$ cat config.mk
export PLATFORM = sky130hd
export DESIGN_NAME = rr_hold_scheduler
export DESIGN_NICKNAME = d
export VERILOG_FILES = /design/src/rtl/rr_hold_scheduler.sv
export SDC_FILE = /design/constraint.sdc
export NUM_CORES = 1
export LEC_CHECK = 0
export ABC_AREA = 1
export ABC_CLOCK_PERIOD_IN_PS = 2500
export BUFFER_PORTS_ARGS = -buffer_cell sky130_fd_sc_hd__buf_2
export CORE_MARGIN = 10
export CORE_UTILIZATION = 25
export DETAILED_ROUTE_END_ITERATION = 16
export MAX_ROUTING_LAYER = met4
export PLACE_DENSITY = 0.42
export SETUP_SLACK_MARGIN = 0.1
export SLEW_MARGIN = 20
export SYNTH_ARGS = -nofsm -noshare
export SYNTH_HDL_FRONTEND = slang
export SYNTH_SLANG_ARGS = --single-unit
$ cat constraint.sdc
create_clock -name clk -period 2.5 [get_ports clk]
set_clock_uncertainty 0.1 [all_clocks]
set_input_delay 0.25 -clock clk [delete_from_list [all_inputs] [get_ports clk]]
set_output_delay 0.25 -clock clk [all_outputs]
set_load 0.02 [all_outputs]
$ cat src/rtl/rr_hold_scheduler.sv
// Round-robin scheduler with hold-until-release ownership and bounded tenure.
// The owner keeps the resource while it requests, and is preempted after MAX_HOLD cycles if others wait.
module rr_hold_scheduler #(
    parameter int N        = 4,
    parameter int MAX_HOLD = 8
) (
    input  logic                 clk,
    input  logic                 reset,
    input  logic [N-1:0]         req,
    output logic [N-1:0]         grant,
    output logic                 grant_valid,
    output logic [$clog2(N)-1:0] owner_id,
    output logic                 preempt
);
    localparam int IDX_W = $clog2(N);
    localparam int CNT_W = $clog2(MAX_HOLD + 1);

    typedef enum logic [0:0] {
        IDLE = 1'b0,
        BUSY = 1'b1
    } state_t;

    state_t             state_r, state_s;
    logic [N-1:0]       grant_r, grant_s;
    logic               valid_r;
    logic [IDX_W-1:0]   owner_r, owner_s;
    logic [IDX_W-1:0]   ptr_r, ptr_s;
    logic [CNT_W-1:0]   cnt_r, cnt_s;
    logic               preempt_r, preempt_s;
    logic [N-1:0]       other_s;
    logic [IDX_W-1:0]   pick_s;
    logic               owner_req_s;
    logic               at_max_s;

    // First set bit of v when scanning p, p+1, ..., N-1, 0, ..., p-1.
    function automatic logic [IDX_W-1:0] first_in_order(input logic [N-1:0] v,
                                                        input logic [IDX_W-1:0] p);
        logic [IDX_W:0]   s;
        logic [IDX_W-1:0] r;
        r = p;
        for (int i = N - 1; i >= 0; i--) begin
            s = {1'b0, p} + (IDX_W+1)'(i);
            if (s >= (IDX_W+1)'(N)) begin
                s = s - (IDX_W+1)'(N);
            end else begin
                s = s;
            end
            if (v[s[IDX_W-1:0]]) begin
                r = s[IDX_W-1:0];
            end else begin
                r = r;
            end
        end
        return r;
    endfunction

    function automatic logic [IDX_W-1:0] next_idx(input logic [IDX_W-1:0] k);
        return (k == IDX_W'(N - 1)) ? IDX_W'(0) : k + IDX_W'(1);
    endfunction

    function automatic logic [N-1:0] onehot(input logic [IDX_W-1:0] k);
        return {{(N-1){1'b0}}, 1'b1} << k;
    endfunction

    // Arbitration inputs: grant_r is the owner's one-hot, so masking it excludes the outgoing owner.
    always_comb begin
        other_s     = req & ~grant_r;
        owner_req_s = |(req & grant_r);
        at_max_s    = (cnt_r == CNT_W'(MAX_HOLD));
        if (state_r == IDLE) begin
            pick_s = first_in_order(req, ptr_r);
        end else begin
            pick_s = first_in_order(other_s, ptr_r);
        end
    end

    // Next-state and next-output decision.
    always_comb begin
        state_s   = state_r;
        grant_s   = grant_r;
        owner_s   = owner_r;
        ptr_s     = ptr_r;
        cnt_s     = cnt_r;
        preempt_s = 1'b0;
        case (state_r)
            IDLE: begin
                if (|req) begin
                    state_s = BUSY;
                    grant_s = onehot(pick_s);
                    owner_s = pick_s;
                    ptr_s   = next_idx(pick_s);
                    cnt_s   = CNT_W'(1);
                end else begin
                    state_s = IDLE;
                end
            end
            BUSY: begin
                if (!owner_req_s) begin
                    if (|other_s) begin
                        grant_s = onehot(pick_s);
                        owner_s = pick_s;
                        ptr_s   = next_idx(pick_s);
                        cnt_s   = CNT_W'(1);
                    end else begin
                        state_s = IDLE;
                        grant_s = {N{1'b0}};
                        owner_s = IDX_W'(0);
                        cnt_s   = CNT_W'(0);
                    end
                end else if (at_max_s) begin
                    // Tenure exhausted: hand over only if someone else is waiting.
                    if (|other_s) begin
                        grant_s   = onehot(pick_s);
                        owner_s   = pick_s;
                        ptr_s     = next_idx(pick_s);
                        cnt_s     = CNT_W'(1);
                        preempt_s = 1'b1;
                    end else begin
                        cnt_s = CNT_W'(1);
                    end
                end else begin
                    cnt_s = cnt_r + CNT_W'(1);
                end
            end
            default: begin
                state_s = IDLE;
                grant_s = {N{1'b0}};
                owner_s = IDX_W'(0);
                ptr_s   = IDX_W'(0);
                cnt_s   = CNT_W'(0);
            end
        endcase
    end

    // State and output registers with synchronous reset.
    always_ff @(posedge clk) begin
        if (reset) begin
            state_r   <= IDLE;
            grant_r   <= {N{1'b0}};
            valid_r   <= 1'b0;
            owner_r   <= IDX_W'(0);
            ptr_r     <= IDX_W'(0);
            cnt_r     <= CNT_W'(0);
            preempt_r <= 1'b0;
        end else begin
            state_r   <= state_s;
            grant_r   <= grant_s;
            valid_r   <= |grant_s;
            owner_r   <= owner_s;
            ptr_r     <= ptr_s;
            cnt_r     <= cnt_s;
            preempt_r <= preempt_s;
        end
    end

    assign grant       = grant_r;
    assign grant_valid = valid_r;
    assign owner_id    = owner_r;
    assign preempt     = preempt_r;

endmodule

# == Yosys cells after proc, flatten, opt, wreduce, memory -nomap -nowiden ==
# Index checks and enable logic that the tools add are counted.
# word_totals
regBits,15
input_bits,6
out_inout_bits,8
elab_cells,111
# classes
add_sub_neg,9
magnitude_cmp,12
eq_ne,5
n_shift,1
n_mux,64
bitwise_logic,6
reduce_logical,7
# ops
op,n
$mux W2,31
$mux W4,8
$lt A2 B3 Y1 const B,8
$reduce_or A4 Y1,5
$bmux W1 S2,8
$pmux W4 S2,2
$mux W1,12
$ge A3 B3 Y1 const B,3
$and A4 B4 Y4,2
$pmux W2 S2,2
$sub A2 B1 Y2 const B,4
$add A2 B2 Y3 const B,2
$ne A3 B2 Y1 const B,2
$add A4 B1 Y4 const B,1
$eq A4 B4 Y1 const B,1
$not A4 Y4,1
$shl A1 B2 Y4 const A,1
$add A2 B1 Y3 const B,1
$ge A2 B3 Y1 const B,1
$not A1 Y1,3
$reduce_and A3 Y1,1
$add A2 B1 Y2 const B,1
$eq A2 B2 Y1 const B,1
$ne A2 B1 Y1 const B,1
2 further kinds,2

# == Logic depth before layout (Yosys ltp) ==
# Gate-level depths: netlist of the first run.
# depth
depth_word,17
depth_mapped,19
depth_no_buf,18

# == Least setup slack after synthesis of the first run ==
# Ideal clock, no wire load.
# synth_timing
path_type,reg-to-reg
startpoint,register grant_r[0] (netlist: grant[0])
endpoint,register valid_r (netlist: grant_valid)
setup_time_ns,0.119
t_arrival_ns,1.759
required_ns,2.281
setup_slack_ns,0.523
path_stages_with_launch,19
path_buffers,0
synth_period_minus_slack_ns,1.977
path_cell_list,dfxtp_1 -> inv_1 -> nand3_1 -> nand2_1 -> nand2_1 -> nand2_1 -> inv_1 -> nand2_1 -> nand2_1 -> nand2_1 -> nand2_1 -> nand2_2 -> nand2_2 -> inv_2 -> ha_1 -> o21ai_1 -> nand2_1 -> nand2_1 -> nand3_2
# synth_via
elab_chain_len,15
elab_cells_between_ends,26
cone_classes,shift (1); mux (19); bitwise (3); reduce/logical (3)
# synth_rtl
item,line_no,rtl
from (decl),24,"logic [N-1:0] grant_r, grant_s;"
from (signal assigned),139,grant_r <= {N{1'b0}};
from (signal assigned),147,grant_r <= grant_s;
$not A4 Y4,67,other_s = req & ~grant_r;
$and A4 B4 Y4,67,
$bmux W1 S2,48,if (v[s[IDX_W-1:0]]) begin
$mux W1 (implied by the code),48,
$mux W2 (4 in a row),48,
$mux W2,70,if (state_r == IDLE) begin
$shl A1 B2 Y4,62,"return {{(N-1){1'b0}}, 1'b1} << k;"
$mux W4,112,if (|other_s) begin
$mux W4,110,end else if (at_max_s) begin
$mux W4,98,if (!owner_req_s) begin
$pmux W4 S2 (*),85,case (state_r)
$reduce_or A4 Y1 (*),148,valid_r <= |grant_s;
to (signal assigned),148,
to (decl),25,logic valid_r;
# Mark *: on every way between the ends. The rest lies on a longest branch, timed or not. The select of a mux whose other input is x is not followed.
# A chain may end at the register's enable or synchronous reset.

# == Final worst setup path of the first run ==
# Same ends and word-level chain as after synthesis.

==> qor.txt, run 1 <==
Status = finished clean
Syn Nets = 228
CP dominant cell by count = nand2_1
Critical path depth in cells = 18
Placed cell count = 299
CTS tree = yes
N_diodes = 0
Hold Path Origin = reset
Final Cycle Share = 0.867
Critical Path Fanout Max = 4
Crit start category = register
Htree depth = 1
Kind of cell adding the most delay to the critical path = simple AND/OR/NAND/NOR gates
DR WL/cell = 11.7 um
Hold Path End = ptr_r[0]
Initial drt markers = 80
Fin crit period = 2.17 ns
Number of synthesized register bits = 15
Global-route wire length before repair = 6.11 mm
Initial antenna violation count = 0
Routing usage on met3 = 0.0200
Synth-to-layout area growth = 20.9%
Top FF cell, synth = dfxtp_1
Grt total ovfl = 0
Crit end category = register
Unrepaired setup endpoints after global routing = no
Post-synthesis sequential area ratio = 0.240
Area contributors post-synth = dfxtp_1, nand2_1, inv_1
R2R depth = 18
Final hold vios = 0
Number of synthesized flops with an enable pin = 0
Register Area = 310 sq um
Initial core utilization = 0.262
Crit Path Category = reg2reg
Drt first pass iters = 4
Area of the multi-input gates = 778 sq um
Total Wirelength = 3.57 mm
Antenna-violating nets left = 0
HPWL after DPL = 2.93 mm
Final non-filler cell total = 306
Capture point of the worst reg-to-reg path = grant_valid
Clk_lat worst skew = 0.25 ns
Hold crit path type = in2reg
CTS clk-pin slew, worst paths = 0.07 ns
Final Setup Violations = 0
Top-count cell post-synth = nand2_1
CP required = 2.54 ns
Yosys warnings = 0
Clock Tree Root = clkbuf_8
Placed Area = 0.00141 sq mm
Post-route design area = 0.00152 sq mm
Port Buffers = 13
Crit path buffers/inverters = 3
Area leader, netlist = dfxtp_1
Drt via density = 4.36
Mean Syn Cell Area = 5.75 sq um
Slowest CP cell = dfxtp_1
Core footprint = 0.00479 sq mm
Fill count = 543
Final worst setup slack = 0.332 ns
Synthesized area = 0.00125 sq mm
WP data arrival = 2.21 ns
Hold path depth = 2
IO Count = 14
Share of cells above drive strength 1 = 0.222
Most common library cells after synthesis = nand2_1, inv_1, nor2_1, dfxtp_1, nand3_1
Asr flop ratio synth = 0
Cell count after synthesis = 218
CTS max path bufs = 2
Gr busiest metal = met2
Max cap viols = 0
Routability Congestion = 0.882
DP Worst Slack = 0.158 ns
Peak VDD IR = 0.000361 V
GRT Util Overall = 0.0920
Cell Rows = 25
Fmax achieved = 0.461 GHz
GR Util met2 = 0.150
Full die area = 0.00825 sq mm
Via count = 1335
CP Cell Sequence = inv_1 -> nand3_1 -> nand2_1 -> nand2_1 -> nand2_1 -> inv_1 -> nand2_1 -> nand2_1 -> nand2_1 -> nand2_1 -> nand2_2 -> nand2_2 -> inv_2 -> ha_1 -> o21ai_2 -> nand2_1 -> nand2_1 -> nand3_2
Reg2reg setup slack = 0.33 ns
Least-Margin Pin Slew = 0.439 ns
Largest net degree at the start of global routing = 12
Die X = 90.8 um
# DRC = 0
Die Y = 90.8 um
Fin. max-slew vios = 0
Slew headroom = 0.706
Top cell type's share of synthesized area = 0.240
Setup TNS = 0 ns
Leakage power = 0.836 nW
Grt met1 use = 0.115
Fin nets = 250
PwrDens = 1200 mW/mm^2
Netlist cell types = 30
CTS sink count = 15
CTS Buf Count = 3
Reg2reg start = grant[0]
Vias in the first global route = 1297
Overall Power = 1.82 mW
CP peak stage delay = 0.45 ns
[flip-flops by register name, indices dropped and copies added, names as in the netlist]
name,flops
cnt_r,4
grant,4
grant_valid,1
owner_id,2
preempt,1
ptr_r,2
state_r,1
[area by class of cell]
class | instances | area share
clock inverter | 1 | 0.00495
timing repair buffer | 21 | 0.0851
tap | 67 | 0.0553
multi-input combinational | 155 | 0.514
clock buffer | 3 | 0.0273
inverter | 44 | 0.109
sequential | 15 | 0.205
[layer usage]
layer  share of wire  up-vias
li1                -      725
met1            0.50      592
met2            0.47       18
met3           0.029        0
met4               0        0
met5               0        -
[worst max-delay path by stage]
stage | startpoint | end | slack [ns]
floorplan | grant[0] | grant_valid | 0.52
finish | grant[0] | grant_valid | 0.33
global placement | ptr_r[0] | grant_valid | 0.13
detailed placement | ptr_r[0] | grant_valid | 0.16
global route | grant[1] | grant_valid | 0.1
CTS | ptr_r[0] | grant_valid | 0.13
[report_power, final]
| part | total [mW] | switching (mW) | internal, mW |
|---|---|---|---|
| sequential | 0.402 | 0.0841 | 0.318 |
| combinational | 1.21 | 0.765 | 0.445 |
| clock | 0.207 | 0.0945 | 0.112 |
| total | 1.82 | 0.944 | 0.874 |
[repair_timing]
action	CTS	global route
hold buffers	0	0
gates resized for setup	0	17
hold endpoints to repair	0	0
setup endpoints to repair	0	4
buffers inserted	0	3
[cell families (layout without fill, tap and decap cells)]
logic type | Yosys count | in the layout | share of synthesized area
AOI/OAI and AO/OA | 32 | 32 | 0.155
adders and majority gates | 4 | 4 | 0.0399
buffers and inverters | 48 | 69 | 0.159
DFF | 15 | 15 | 0.240
and+or+nand+nor | 119 | 119 | 0.407
[metrics by stage]
stage / util / hold slack (ns)
2_1_floorplan: - / 0.361
3_3_place_gp: 0.294 / 0.385
3_5_place_dp: 0.294 / 0.380
4_1_cts: 0.304 / 0.205
5_1_grt: 0.317 / 0.221
6_report: 0.317 / 0.201
[placed cells by master (no fill, tap or decap), types with 2 or more instances in the layout]
master	count
nand2_1	74
inv_2	5
nand2_2	6
nand3_2	2
a21oi_1	7
clkbuf_8	3
buf_4	7
nand4_1	2
dfxtp_1	11
nand3_1	10
nor2_1	17
o21ai_2	4
nor4_1	2
o21ai_1	3
nor2_2	3
o21ai_0	8
inv_1	38
dfxtp_2	2
a31oi_1	2
ha_1	4
buf_2	13
o31ai_1	2
dfxtp_4	2
(Power assumes the default switching activity.)
==> run 2: changes to the inputs <==
--- a/config.mk
+++ b/config.mk
@@ -11,6 +11,7 @@
 export CORE_MARGIN = 10
 export CORE_UTILIZATION = 25
 export DETAILED_ROUTE_END_ITERATION = 16
+export GPL_TIMING_DRIVEN = 0
 export MAX_ROUTING_LAYER = met4
 export PLACE_DENSITY = 0.42
 export SETUP_SLACK_MARGIN = 0.1
==> qor.txt, run 2 (same netlist as run 1, synthesis figures left out) <==
Initial drt markers = 77
Initial antenna violation count = 0
Crit end category = register
DR WL/cell = 11.6 um
CTS clk-pin slew, worst paths = 0.06 ns
Full die area = 0.00825 sq mm
Drt via density = 4.35
Max cap viols = 0
Fin. max-slew vios = 0
Largest net degree at the start of global routing = 11
Setup TNS = 0 ns
# DRC = 0
Fmax achieved = 0.455 GHz
Port Buffers = 12
Unrepaired setup endpoints after global routing = no
Total Wirelength = 3.51 mm
CTS sink count = 15
Vias in the first global route = 1258
Antenna-violating nets left = 0
Final hold vios = 0
Grt total ovfl = 0
Fin crit period = 2.20 ns
CTS max path bufs = 2
IO Count = 14
Final Setup Violations = 0
Routability Congestion = 0.788
Die X = 90.8 um
Leakage power = 0.819 nW
Fin nets = 247
Initial core utilization = 0.262
Cell Rows = 25
Die Y = 90.8 um
CTS Buf Count = 3
HPWL after DPL = 2.85 mm
Final non-filler cell total = 303
CTS tree = yes
Critical Path Fanout Max = 10
Final Cycle Share = 0.879
Most frequent cells in the layout = nand2_1, inv_1, nor2_1
Htree depth = 1
Clock Tree Root = clkbuf_8
Overall Power = 1.81 mW
Via count = 1317
Layout Utilization = 0.310
Hold crit path type = in2reg
PwrDens = 1220 mW/mm^2
Synth-to-layout area growth = 18.2%
Crit start category = register
Commonest non-fill, non-tap cell in the layout = nand2_1
Clk_lat worst skew = 0.25 ns
WP data arrival = 2.24 ns
Global-route wire length before repair = 5.94 mm
Placed cell count = 297
GRT Util Overall = 0.0874
CP required = 2.54 ns
N_diodes = 0
Core footprint = 0.00479 sq mm
Crit Path Category = reg2reg
Share of cells above drive strength 1 = 0.182
Least-Margin Pin Slew = 0.481 ns
Drt first pass iters = 4
Status = finished clean
Peak VDD IR = 0.000351 V
Slew headroom = 0.679
-- run 2: worst paths after layout --
kind | startpoint | end | slack, ns | cells after the start
setup / recovery | ptr_r[0] | grant_valid | 0.30 | 17
hold / removal | reset | grant[1] | 0.30 | 2
setup reg to reg | ptr_r[0] | grant_valid | 0.30 | 17
hold reg to reg | cnt_r[1] | cnt_r[1] | 0.39 | 2
-- run 2: power breakdown --
| group | internal [mW] | leakage (nW) | switching, mW |
|---|---|---|---|
| clock network | 0.113 | 0.0228 | 0.0882 |
| registers | 0.306 | 0.123 | 0.0516 |
| logic | 0.446 | 0.672 | 0.803 |
| total | 0.865 | 0.819 | 0.943 |
-- run 2: what timing repair did --
item                       CTS  global route
gates resized for setup      0             8
hold buffers                 0             0
hold endpoints to repair     0             0
setup endpoints to repair    0             2
setup buffers                0             2
-- run 2: worst max-delay path, cell delays in order (launching register included) --
cell and delay (ns):
dfxtp_1 0.31, buf_6 0.14, buf_8 0.13, o21ai_2 0.16, nand2_1 0.08, nand2_1 0.06, nand3_1 0.06, nand2_1 0.06
nand2_1 0.08, nand2_1 0.09, nand2_2 0.06, nand2_2 0.09, inv_2 0.05, ha_1 0.20, o21ai_2 0.16, nand2_1 0.09
nand2_1 0.08, nand3_2 0.07
-- run 2: layout make-up --
type,instances,area [sq um]
Buffer,4,37.5
Clock buffer,4,45.0
Fill cell,562,3300
Inverter,44,170
Multi-Input combinational cell,155,769
Sequential cell,15,300
Tap cell,67,83.8
Timing Repair Buffer,14,75.1
-- run 2: per-stage QoR --
step / hold slack (ns) / instance area [sq um] / setup WS (ns)
3_5_place_dp: 0.388 / 1400 / 0.227
2_1_floorplan: 0.361 / 1250 / 0.523
3_3_place_gp: 0.384 / 1400 / 0.172
5_1_grt: 0.329 / 1480 / 0.0717
6_report: 0.305 / 1480 / 0.304
4_1_cts: 0.308 / 1440 / 0.204
-- run 2: per-layer routing --
layer,up-vias,wire length [um],GRT usage
met3,4,57,0.0150
met5,-,0,-
met2,15,1670,0.141
met4,0,41,0.0261
met1,585,1750,0.108
li1,713,-,-
